<file path="src/rtl/load_store_unit.sv">
// Load/store controller that sits between the datapath and DataMemory.
// Handles byte/half/word accesses, sign/zero extension and read-modify-write for sub-word stores.
//
// state | meaning
// IDLE  | waiting for req; validates and latches the request
// RD    | word-aligned address presented for read
// WAIT  | memory read data valid; extract load lane or merge store lane
// WR    | single-cycle write strobe to memory
// DONE  | done pulse (err set on rejected requests)
module load_store_unit #(
    parameter int ADDR_BIT_WIDTH = 32,
    parameter int DATA_BIT_WIDTH = 32,
    parameter int IO_SEL_BIT     = 29
) (
    input  logic                      clk,
    input  logic                      reset,
    input  logic                      req,
    input  logic                      we,
    input  logic [1:0]                size,
    input  logic                      signExt,
    input  logic [ADDR_BIT_WIDTH-1:0] addr,
    input  logic [DATA_BIT_WIDTH-1:0] wdata,
    output logic                      busy,
    output logic                      done,
    output logic                      err,
    output logic [DATA_BIT_WIDTH-1:0] rdata,
    output logic                      memWrtEn,
    output logic [ADDR_BIT_WIDTH-1:0] memAddr,
    output logic [DATA_BIT_WIDTH-1:0] memDIn,
    input  logic [DATA_BIT_WIDTH-1:0] memDOut
);

    typedef enum logic [2:0] {
        S_IDLE,
        S_RD,
        S_WAIT,
        S_WR,
        S_DONE
    } state_t;

    localparam logic [1:0] SZ_BYTE = 2'b00;
    localparam logic [1:0] SZ_HALF = 2'b01;
    localparam logic [1:0] SZ_WORD = 2'b10;
    localparam logic [1:0] SZ_BAD  = 2'b11;

    state_t                    state;
    logic                      we_q;
    logic [1:0]                size_q;
    logic                      sext_q;
    logic [ADDR_BIT_WIDTH-1:0] addr_q;
    logic [DATA_BIT_WIDTH-1:0] wdata_q;
    logic                      wrt_en_q;

    logic                      req_err;
    logic [ADDR_BIT_WIDTH-1:0] aligned_in;
    logic [7:0]                ld_byte;
    logic [15:0]               ld_half;
    logic [DATA_BIT_WIDTH-1:0] ld_value;
    logic [DATA_BIT_WIDTH-1:0] st_merge;

    assign aligned_in = {addr[ADDR_BIT_WIDTH-1:2], 2'b00};

    assign req_err = (size == SZ_BAD)
                   | ((size == SZ_HALF) & addr[0])
                   | ((size == SZ_WORD) & (addr[1:0] != 2'b00))
                   | ((size != SZ_WORD) & addr[IO_SEL_BIT]);

    always_comb begin
        ld_byte = memDOut[7:0];
        case (addr_q[1:0])
            2'd0: ld_byte = memDOut[7:0];
            2'd1: ld_byte = memDOut[15:8];
            2'd2: ld_byte = memDOut[23:16];
            2'd3: ld_byte = memDOut[31:24];
            default: ld_byte = memDOut[7:0];
        endcase
        ld_half = addr_q[1] ? memDOut[31:16] : memDOut[15:0];

        ld_value = memDOut;
        case (size_q)
            SZ_BYTE: ld_value = sext_q ? {{24{ld_byte[7]}}, ld_byte} : {24'b0, ld_byte};
            SZ_HALF: ld_value = sext_q ? {{16{ld_half[15]}}, ld_half} : {16'b0, ld_half};
            default: ld_value = memDOut;
        endcase
    end

    // Sub-word store merge: untouched lanes come from the word just read.
    always_comb begin
        st_merge = memDOut;
        case (size_q)
            SZ_BYTE: begin
                case (addr_q[1:0])
                    2'd0: st_merge[7:0]   = wdata_q[7:0];
                    2'd1: st_merge[15:8]  = wdata_q[7:0];
                    2'd2: st_merge[23:16] = wdata_q[7:0];
                    2'd3: st_merge[31:24] = wdata_q[7:0];
                    default: st_merge = memDOut;
                endcase
            end
            SZ_HALF: begin
                if (addr_q[1])
                    st_merge[31:16] = wdata_q[15:0];
                else
                    st_merge[15:0] = wdata_q[15:0];
            end
            default: st_merge = wdata_q;
        endcase
    end

    always_ff @(posedge clk) begin
        if (reset) begin
            state    <= S_IDLE;
            we_q     <= 1'b0;
            size_q   <= 2'b00;
            sext_q   <= 1'b0;
            addr_q   <= '0;
            wdata_q  <= '0;
            wrt_en_q <= 1'b0;
            done     <= 1'b0;
            err      <= 1'b0;
            rdata    <= '0;
            memAddr  <= '0;
            memDIn   <= '0;
        end else begin
            done <= 1'b0;
            err  <= 1'b0;
            case (state)
                S_IDLE: begin
                    if (req) begin
                        we_q    <= we;
                        size_q  <= size;
                        sext_q  <= signExt;
                        addr_q  <= addr;
                        wdata_q <= wdata;
                        if (req_err) begin
                            state <= S_DONE;
                            done  <= 1'b1;
                            err   <= 1'b1;
                        end else if (we && (size == SZ_WORD)) begin
                            state    <= S_WR;
                            memAddr  <= aligned_in;
                            memDIn   <= wdata;
                            wrt_en_q <= 1'b1;
                        end else begin
                            state   <= S_RD;
                            memAddr <= aligned_in;
                        end
                    end
                end
                S_RD: begin
                    state <= S_WAIT;
                end
                S_WAIT: begin
                    if (we_q) begin
                        memDIn   <= st_merge;
                        wrt_en_q <= 1'b1;
                        state    <= S_WR;
                    end else begin
                        rdata <= ld_value;
                        done  <= 1'b1;
                        state <= S_DONE;
                    end
                end
                S_WR: begin
                    wrt_en_q <= 1'b0;
                    done     <= 1'b1;
                    state    <= S_DONE;
                end
                S_DONE: begin
                    state <= S_IDLE;
                end
                default: begin
                    state    <= S_IDLE;
                    wrt_en_q <= 1'b0;
                end
            endcase
        end
    end

    // Gate with reset so a write in flight is suppressed in the reset cycle itself.
    assign memWrtEn = wrt_en_q & ~reset;
    assign busy     = (state != S_IDLE);

endmodule

</file>
<file path="config.mk">
export PLATFORM = sky130hd
export DESIGN_NAME = load_store_unit
export DESIGN_NICKNAME = d
export VERILOG_FILES = /design/src/rtl/load_store_unit.sv
export SDC_FILE = /design/constraint.sdc
export NUM_CORES = 1
export LEC_CHECK = 0
export BUFFER_PORTS_ARGS = -buffer_cell sky130_fd_sc_hd__buf_2
export CELL_PAD_IN_SITES_DETAIL_PLACEMENT = 2
export CELL_PAD_IN_SITES_GLOBAL_PLACEMENT = 2
export CORE_AREA = 10 10 161 163
export CTS_BUF_LIST = sky130_fd_sc_hd__clkbuf_4 sky130_fd_sc_hd__clkbuf_8
export CTS_CLUSTER_SIZE = 16
export DETAILED_ROUTE_END_ITERATION = 8
export DIE_AREA = 0 0 171 173
export GPL_ROUTABILITY_DRIVEN = 0
export GPL_TIMING_DRIVEN = 1
export PLACE_DENSITY_LB_ADDON = 0.1
export SETUP_SLACK_MARGIN = 0.3
export SYNTH_ARGS = -nofsm -noshare
export SYNTH_HDL_FRONTEND = slang
export SYNTH_SLANG_ARGS = --single-unit
export TNS_END_PERCENT = 30
</file>
<file path="constraint.sdc">
create_clock -name clk -period 2.26 [get_ports clk]
set_clock_uncertainty 0.2 [all_clocks]
set_input_delay 0.452 -clock clk [delete_from_list [all_inputs] [get_ports clk]]
set_output_delay 0.452 -clock clk [all_outputs]
set_load 0.005 [all_outputs]
</file>
==> run summary <==
WL/cell - 22.3 µm
Worst-skew pair later-pin latency - 0.46 ns
Post-synth EDFFs - 0
Hold Crit Class - primary input to flop
Slowest stage cell, crit path - dfxtp_2
Most frequent cells in the layout - nand2_1, buf_2, dfxtp_1, a21oi_1, nor2_1
Avg Synthesized Cell Area - 7.81 µm²
Number of max-cap violations - 0
Clock transition at path regs - 0.09 ns
Final Max Slew Viols - 0
Max clock buf depth - 2
Setup crit start kind - flop
Drt pass-1 iters - 4
Switching pwr - 1.83 mW
Placement Rows - 55
ANT nets after route - 0
Post-route cell area - 8940 µm²
Largest stage delay, worst path - 0.34 ns
Unique cell type count in the Yosys netlist - 48
Vias in the first global route - 7453
Comb pwr share - 18.2%
Via/cell ratio - 5.20
Setup crit end kind - flop
Crit Path Class - flop to flop
Overall Power - 6.19 mW
CP arrival - 2.33 ns
Hold Startpoint - addr[4]
Async SR Flop Fraction - 0%
Sequential Power Share - 42.7%
Final worst slack - 0.115 ns
CP most frequent cell - buf_6
Die W - 171 µm
Core area - 22600 µm²
Non-filler instance count after layout - 1344
Die Y - 173 µm
# placed instances - 1279
Power per cell area - 692 nW/µm²
Final #Nets - 1148
P_int - 4.36 mW
CP max FO - 17
Number of buffers created by CTS - 17
Clock network power share - 39.1%
CP bufs+invs - 3
Crit share post-route - 94.9%
CTS tree - yes
Final WL - 30000 µm
RSZ-0062 raised after global routing - yes
H-tree levels - 4
Number of buffers inserted by port buffering - 200
Critical path depth - 8
GR Overflow Total - 0
Total number of vias - 6989
Iter 0 DRT Violations - 305
Post-synthesis sequential area ratio - 42.6%
# setup viols final - 0
Sw frac - 29.5%
Root buffer cell - clkbuf_8
All-Layer GR Usage - 19.7%
DP HPWL - 21000 µm
Pin count of the biggest net entering global routing - 75
Sink Count - 138
Synth Flop Type - dfxtp_1
Worst r2r src - state[0]
Share of post-route cells with drive strength above 1 - 32.4%
# IOs - 203
CP cell instances - buf_6 > nor3_4 > buf_6 > nand4_1 > a21o_4 > buf_12 > a211o_1 > a21oi_2
Placement Setup Slack - -0.229 ns
Pleak - 3.80 nW
# DRC - 0
Gate Count Post-Synth - 830
CP top delay family - compound AO/OA/AOI/OAI gates
Starting density of the core - 28.7%
Die footprint - 29600 µm²
Placed Area - 7890 µm²
Critical Path Start - state[0]
WHS Path Cells - 3
Status - finished clean
Mapped Area - 6480 µm²
Req. time, crit path - 2.44 ns
Commonest non-fill, non-tap cell in the layout - nand2_1
Tmin final - 2.15 ns
Setup_tns - 0 ns
Ys Warns - 0
Max VDD drop - 0.315 mV
Rel. slew slack - 59.2%
Layout area overhead - 38.0%
Worst r2r path cells - 8
Final hold vios - 0
#FFs+latches synth - 138
Initial antenna violation count - 2
Worst Max-Slew Pin Slew - 0.610 ns
F_max - 0.466 GHz
First-pass GRT wire length - 45600 µm
[layer usage]
metal | vias to the layer above | wire length, µm | global-route usage (%)
li1 | 3326 | - | -
met1 | 3433 | 13300 | 25.2
met2 | 208 | 13800 | 31.0
met3 | 20 | 2590 | 6.92
met4 | 2 | 261 | 3.95
met5 | - | 12 | 0
[layout make-up]
type	instances	area [µm²]
fillers	2635	13600
multi-input cells	600	3440
flip-flops and latches	138	2770
repair buffers	267	1830
well taps	285	357
clock buffers	19	249
clock inverters	13	219
inverters	21	78.8
diodes	1	2.50
[sequential cells by signal, indices dropped and copies added (netlist names), 2 cells and up]
register and flops:
addr_q 2, memAddr 30, memDIn 32, rdata 32, size_q 2, state 3, wdata_q 32
[synthesized netlist by cell type, types with 2 or more instances]
cell type	number	area (µm²)
o211ai_1	8	60.1
buf_4	6	45.0
a21oi_1	119	596
buf_1	4	15.0
nand2_1	208	781
a2bb2oi_1	7	61.3
nor2_1	62	233
mux2i_1	18	180
dfxtp_1	138	2760
inv_1	21	78.8
o31ai_1	2	15.0
a211oi_1	34	255
a221o_1	6	60.1
a22oi_1	9	67.6
clkbuf_1	40	150
o221ai_1	6	52.6
a311oi_1	9	78.8
o21ai_0	26	130
nor3_1	8	40.0
a211o_1	10	87.6
or3_1	3	18.8
buf_2	21	105
nor3_2	2	20.0
nor2b_1	4	25.0
a221oi_1	9	78.8
a21o_1	5	37.5
mux2_2	22	248
nand2b_1	3	18.8
[what timing repair did]
item                       4_1_cts  5_1_grt
setup endpoints to repair       67       68
setup buffers                   13        5
gates cloned                     5        1
pin swaps                       10       10
hold buffers                     8        0
hold endpoints to repair         8        0
gates resized for setup         35        6
[path summary, 6_finish.rpt]
| path | to | slack (ns) |
|---|---|---|
| min reg2reg | memDIn[13] | 0.25 |
| min | memAddr[4] | 0.02 |
| max | memDIn[3] | 0.11 |
| max reg2reg | memDIn[3] | 0.11 |
[stage by stage]
stage / util [%] / hold WS (ns)
6_report: 39.6 / 0.0246
5_1_grt: 39.6 / 0.00284
4_1_cts: 39.2 / 0.000407
3_5_place_dp: 34.9 / 0.245
3_3_place_gp: 34.9 / 0.239
2_1_floorplan: - / 0.236
[power by group through the flow]
stage / Clock, mW / Sequential [mW] / Combinational (mW)
2_1_floorplan: 0 / 2.67 / 0.545
3_3_place_gp: 0 / 2.69 / 0.993
3_5_place_dp: 0 / 2.69 / 1.01
4_1_cts: 2.49 / 2.64 / 1.10
5_1_grt: 2.61 / 2.66 / 1.23
6_report: 2.42 / 2.64 / 1.13
[worst min-delay path, delay by kind of cell]
family / cells / cell delay (ns)
buffers and inverters: 1 / 0.10
AOI/OAI and AO/OA: 1 / 0.05
and+or+nand+nor: 1 / 0.05
[cell families after synthesis]
logic type | count (synthesis) | synth area share (%)
AOI/OAI and AO/OA | 259 | 25.8
buffers and inverters | 93 | 6.26
DFF | 138 | 42.6
muxes | 40 | 6.60
other | 1 | 0.0579
and+or+nand+nor | 299 | 18.7
Power figures use the tool's default switching activity.
